===== src/rtl/core_seq_ctrl.sv =====
// rtl/core_seq_ctrl.sv - multi-cycle NPC core sequencer (optional perf counters: CORE_SEQ_PERF_EN)
module core_seq_ctrl #(
    parameter int                XLEN        = 64,
    parameter logic [XLEN-1:0]   RESET_PC    = XLEN'(64'h8000_0000),
    parameter int                BUS_TIMEOUT = 255
) (
    input  logic              clk,
    input  logic              rst,
    output logic              ifu_req_valid,
    input  logic              ifu_req_ready,
    input  logic              ifu_rsp_valid,
    output logic              ifu_rsp_ready,
    input  logic [31:0]       ifu_rsp_instr,
    output logic [31:0]       ir,
    output logic [XLEN-1:0]   pc,
    input  logic [XLEN-1:0]   next_pc,
    input  logic              dec_rf_wen,
    input  logic              dec_mem_wen,
    input  logic              dec_mem_ren,
    input  logic              dec_ebreak,
    output logic              lsu_req_valid,
    input  logic              lsu_req_ready,
    output logic              lsu_req_wen,
    input  logic              lsu_rsp_valid,
    output logic              rf_we,
    output logic              halted,
    output logic              err,
    output logic [63:0]       perf_cycle,
    output logic [63:0]       perf_instret
);

    localparam int WCW = (BUS_TIMEOUT < 1) ? 1 : $clog2(BUS_TIMEOUT + 1);
    localparam logic [WCW-1:0] WAIT_LAST = WCW'(BUS_TIMEOUT - 1);
    localparam logic [31:0]    NOP_INSTR = 32'h0000_0013;

    typedef enum logic [3:0] {
        S_BOOT  = 4'd0,
        S_FETCH = 4'd1,
        S_FWAIT = 4'd2,
        S_EXEC  = 4'd3,
        S_MEM   = 4'd4,
        S_MWAIT = 4'd5,
        S_WB    = 4'd6,
        S_HALT  = 4'd7,
        S_ERR   = 4'd8
    } state_t;

    state_t         state;
    state_t         state_n;
    logic [WCW-1:0] wait_cnt;
    logic           bus_wait;
    logic           timeout;
    logic           pc_aligned;
    logic           retire;

    // The four bus-wait states share one counter; the cycle it sits at its
    // last value is the final chance for the handshake before ERR.
    assign bus_wait   = (state == S_FETCH) || (state == S_FWAIT) ||
                        (state == S_MEM)   || (state == S_MWAIT);
    assign timeout    = bus_wait && (wait_cnt == WAIT_LAST);
    assign pc_aligned = (next_pc[1:0] == 2'b00);

    // ebreak retires as it enters HALT; normal instructions retire in WB.
    assign retire = ((state == S_WB) && pc_aligned) ||
                    ((state == S_EXEC) && dec_ebreak);

    // State register.
    always_ff @(posedge clk or posedge rst) begin
        if (rst) begin
            state <= S_BOOT;
        end else begin
            state <= state_n;
        end
    end

    // Next-state selection; a handshake always takes priority over timeout.
    always_comb begin
        state_n = state;
        case (state)
            S_BOOT:  state_n = S_FETCH;
            S_FETCH: begin
                if (ifu_req_ready)      state_n = S_FWAIT;
                else if (timeout)       state_n = S_ERR;
            end
            S_FWAIT: begin
                if (ifu_rsp_valid)      state_n = S_EXEC;
                else if (timeout)       state_n = S_ERR;
            end
            S_EXEC: begin
                if (dec_ebreak)                      state_n = S_HALT;
                else if (dec_mem_ren || dec_mem_wen) state_n = S_MEM;
                else                                 state_n = S_WB;
            end
            S_MEM: begin
                if (lsu_req_ready)      state_n = S_MWAIT;
                else if (timeout)       state_n = S_ERR;
            end
            S_MWAIT: begin
                if (lsu_rsp_valid)      state_n = S_WB;
                else if (timeout)       state_n = S_ERR;
            end
            S_WB: begin
                if (pc_aligned)         state_n = S_FETCH;
                else                    state_n = S_ERR;
            end
            S_HALT:  state_n = S_HALT;
            S_ERR:   state_n = S_ERR;
            default: state_n = S_ERR;
        endcase
    end

    // Bus wait counter: restarts on every state change, counts only while waiting.
    always_ff @(posedge clk or posedge rst) begin
        if (rst) begin
            wait_cnt <= '0;
        end else if (state_n != state) begin
            wait_cnt <= '0;
        end else if (bus_wait) begin
            wait_cnt <= wait_cnt + 1'b1;
        end
    end

    // Instruction register captures the fetch response only while waiting for it.
    always_ff @(posedge clk or posedge rst) begin
        if (rst) begin
            ir <= NOP_INSTR;
        end else if ((state == S_FWAIT) && ifu_rsp_valid) begin
            ir <= ifu_rsp_instr;
        end
    end

    // PC advances only on a clean writeback; a misaligned target leaves it intact.
    always_ff @(posedge clk or posedge rst) begin
        if (rst) begin
            pc <= RESET_PC;
        end else if ((state == S_WB) && pc_aligned) begin
            pc <= next_pc;
        end
    end

    assign ifu_req_valid = (state == S_FETCH);
    assign ifu_rsp_ready = (state == S_FWAIT);
    assign lsu_req_valid = (state == S_MEM);
    assign lsu_req_wen   = (state == S_MEM) && dec_mem_wen;
    assign rf_we         = (state == S_WB) && dec_rf_wen && pc_aligned;
    assign halted        = (state == S_HALT);
    assign err           = (state == S_ERR);

`ifdef CORE_SEQ_PERF_EN
    logic [63:0] cycle_cnt;
    logic [63:0] instret_cnt;

    // Performance counters freeze once the core is halted or faulted.
    always_ff @(posedge clk or posedge rst) begin
        if (rst) begin
            cycle_cnt   <= '0;
            instret_cnt <= '0;
        end else begin
            if ((state != S_HALT) && (state != S_ERR)) begin
                cycle_cnt <= cycle_cnt + 64'd1;
            end
            if (retire) begin
                instret_cnt <= instret_cnt + 64'd1;
            end
        end
    end

    assign perf_cycle   = cycle_cnt;
    assign perf_instret = instret_cnt;
`else
    logic unused_retire;
    assign unused_retire = retire;
    assign perf_cycle    = 64'd0;
    assign perf_instret  = 64'd0;
`endif

endmodule


===== config.mk =====
export PLATFORM = sky130hd
export DESIGN_NAME = core_seq_ctrl
export DESIGN_NICKNAME = d
export VERILOG_FILES = /design/src/rtl/core_seq_ctrl.sv
export SDC_FILE = /design/constraint.sdc
export NUM_CORES = 1
export LEC_CHECK = 0
export ABC_AREA = 0
export BUFFER_PORTS_ARGS = -buffer_cell sky130_fd_sc_hd__buf_2
export CELL_PAD_IN_SITES_DETAIL_PLACEMENT = 0
export CELL_PAD_IN_SITES_GLOBAL_PLACEMENT = 1
export CORE_MARGIN = 2
export CORE_UTILIZATION = 30
export CTS_BUF_LIST = sky130_fd_sc_hd__clkbuf_2
export DETAILED_ROUTE_END_ITERATION = 8
export GPL_TIMING_DRIVEN = 0
export PLACE_DENSITY = 0.86
export SLEW_MARGIN = 20
export SYNTH_ARGS = -nofsm -noshare
export SYNTH_HDL_FRONTEND = slang
export SYNTH_SLANG_ARGS = --single-unit

===== constraint.sdc =====
create_clock -name clk -period 2.7 [get_ports clk]
set_input_delay 0 -clock clk [delete_from_list [all_inputs] [get_ports clk]]
set_output_delay 0 -clock clk [all_outputs]
set_load 0.01 [all_outputs]

==> flow_metrics.py <==
metrics = {
    "worst_setup_path": {
        "cp-start-kind": "flop",
        "r2r_cells": 8,
        "cp-endpoint": "wait_cnt[1]",
        "critPathTopFamily": "compound AO/OA/AOI/OAI gates",
        "worstSetupEndpointType": "flop",
        "crit_slowest_cell": "dlygate4sd3_1",
        "r2r-start": "state[2]",
        "cp.depth": 8,
        "crit_required_ns": 3.25,
        "cp.arrival_ns": 3.12,
        "cp-startpoint": "state[2]",
        "regToRegSetupSlack_ns": 0.13,
        "critical_path_buf_inv_count": 2,
        "path_cells": "buf_6 > mux2i_4 > dlygate4sd3_1 > nand4b_1 > a21bo_2 > a221oi_4 > o2111ai_4 > a211oi_2",
        "timing.rr.end": "wait_cnt[1]",
        "critPathKind": "flop to flop",
        "crit_fanout": 8,
        "max_stage_delay_ns": 0.57,
    },
    "logic_synthesis": {
        "syn_inst": 446,
        "synthTopCellsByArea": "dfrtp_1, mux2_2, buf_4, dfstp_2, nor2_1",
        "synthFlopType": "dfrtp_1",
        "netlist-cell-type-count": 52,
        "synthArstFlopShare": 1.00,
        "yosys_warnings": 0,
        "syn_area_um2": 5500,
        "ys_seq_area_frac": 0.493,
        "synthDominantCellAreaShare": 0.474,
        "ys_top_cells_by_count": "buf_4, dfrtp_1, mux2_2",
        "yosysTopAreaCell": "dfrtp_1",
        "synth_edf_count": 0,
        "ys_seq_elements": 108,
        "yosysMostFrequentCell": "buf_4",
        "syn_avg_cell_area_um2": 12.3,
    },
    "placed_design": {
        "port_buffers": 208,
        "gp_congestion": 0.841,
        "dpl.hpwl_um": 10500,
    },
    "grt": {
        "grt_pass1_vias": 4580,
        "antenna_found_initial": 1,
        "grt-ovfl-total": 0,
        "grtUsageTotal": 0.149,
        "grt_pass1_wl_um": 23200,
        "grt_max_degree": 31,
    },
    "timing": {
        "finalMaxSlewViolations": 0,
        "finalSetupViolations": 0,
        "min_period_ns": 2.57,
        "finClkSkew_ns": 0.0644,
        "worst_slew_pin_slew_ns": 0.853,
        "fin_crit_sh": 0.952,
        "tns_ns": 0,
        "final_hold_viol_count": 0,
        "relSlewSlack": 0.432,
        "fmax_mhz": 389,
        "rsz0062_at_grt": "false",
    },
    "final_layout": {
        "fin_util": 0.491,
        "nets": 1032,
        "area_growth_pct": 60.4,
        "drive_gt1_frac": 0.513,
    },
    "die": {
        "die_width_um": 139,
        "num_rows": 49,
        "coreArea_um2": 18000,
        "design.portCount": 337,
        "die-height_um": 139,
        "die-area_um2": 19400,
        "initial_utilization": 0.306,
    },
    "pwr": {
        "p_leak_nw": 4.90,
        "powerDensity_nw_per_um2": 727,
        "ir_drop_v": 0.000413,
    },
    "cts": {
        "clkSlewWorstSetupHoldPaths_ns": 0.39,
        "cts_max_level": 3,
        "cts_tree": "built",
        "cts_sinks": 108,
        "clock_path_buffers": 2,
        "clk_latency_ns": 0.66,
        "cts-root-buf": "clkbuf_2",
        "numCtsBuffers": 9,
    },
    "detailed_routing": {
        "post_drt_wl_per_cell_um": 12.9,
        "route.vias.total": 4602,
        "via_per_inst": 3.97,
        "postRouteAntennaNets": 0,
        "drc_errors": 0,
        "drt_first_pass_iters": 4,
        "detail_route.iter0.violations": 87,
        "wl_um": 14900,
    },
    "outcome": {
        "status": "finished clean",
    },
    "job": {
        "cap_violations": 0,
    },
    "worst_hold_path": {
        "hold_class": "primary input to flop",
        "whs_path_depth": 3,
    },
}
[sequential cells by signal (all words and copies together), names as in the netlist]
register	count
pc	64
ir	32
wait_cnt	8
state	4
[worst min-delay path: cells and delay by family]
kind     cells  cell delay (ns)
buf+inv      2             0.61
mux          1             0.13
[power breakdown]
part	internal, mW	leakage [nW]	switching, mW	total [mW]
combinational	1.57	3.41	1.43	3.00
sequential	2.26	1.41	0.340	2.60
clock	0.166	0.0784	0.640	0.806
[how the worst min path moves through the flow]
stage	slack (ns)	to	start
2_1_floorplan	0.09	rf_we	dec_rf_wen
3_3_place_gp	0.23	pc[44]	next_pc[44]
3_5_place_dp	0.12	pc[40]	rst
4_1_cts	0.001	ir[10]	ifu_rsp_instr[10]
5_1_grt	-0.008	ir[5]	ifu_rsp_instr[5]
6_report	0.07	ir[5]	ifu_rsp_instr[5]
[cells in the final DEF, fill, tap and decap left out, drive strengths merged, types with 3 or more instances in the layout]
| cell | count |
|---|---|
| a21oi | 5 |
| and2 | 3 |
| buf | 352 |
| clkbuf | 15 |
| clkinv | 5 |
| conb | 128 |
| dfrtp | 104 |
| dfstp | 4 |
| dlygate4sd3 | 128 |
| inv | 7 |
| mux2 | 95 |
| nand2 | 6 |
| nand2b | 3 |
| nand4 | 4 |
| nor2 | 18 |
| o21ai | 5 |
| xor2 | 5 |
[cells by family (layout without fill, tap and decap cells)]
family / Yosys count / in the layout / synth area share
and+or+nand+nor: 55 / 55 / 0.0578
adders and majority gates: 2 / 2 / 0.00455
muxes: 96 / 96 / 0.196
xor gates and xnor gates: 6 / 6 / 0.00956
DFF: 108 / 108 / 0.493
other: 1 / 129 / 0.000682
AOI/OAI and AO/OA: 26 / 26 / 0.0401
buffers and inverters: 152 / 508 / 0.198
[metrics by stage]
step | hold slack, ns | setup slack, ns | cell area [um2] | total power, mW | cells
floorplan | 0.0871 | 0.806 | 5980 | 4.31 | 573
global placement | 0.231 | 0.554 | 7300 | 5.28 | 1010
detailed placement | 0.120 | 0.549 | 7360 | 5.35 | 1013
CTS | 0.00135 | 0.0389 | 8760 | 6.40 | 1155
global route | -0.00773 | 0.00177 | 8810 | 6.84 | 1159
finish | 0.0705 | 0.131 | 8810 | 6.41 | 1159
[layout make-up]
type / count / area, um2
Fill cell: 1620 / 9150
Sequential cell: 108 / 2710
Timing Repair Buffer: 340 / 2390
Multi-Input combinational cell: 313 / 2200
Buffer: 146 / 1070
Tap cell: 229 / 287
Clock inverter: 7 / 88.8
Clock buffer: 9 / 45.0
Inverter: 6 / 26.3
Antenna cell: 1 / 2.50
[what timing repair did]
item | 4_1_cts | 5_1_grt
endpoints found under the hold margin | 213 | 2
setup buffers | 0 | 1
resized for setup | 0 | 3
hold buffers | 126 | 2
endpoints found under the setup margin | 0 | 6
[layer usage]
metal / wire length [um] / GRT usage / up-vias / share of wire
li1: - / - / 2211 / -
met1: 5830 / 0.170 / 2157 / 0.39
met2: 7760 / 0.270 / 212 / 0.52
met3: 1100 / 0.0420 / 22 / 0.074
met4: 247 / 0.0463 / 0 / 0.017
met5: 0 / 0 / - / 0
(Power assumes the default switching activity.)
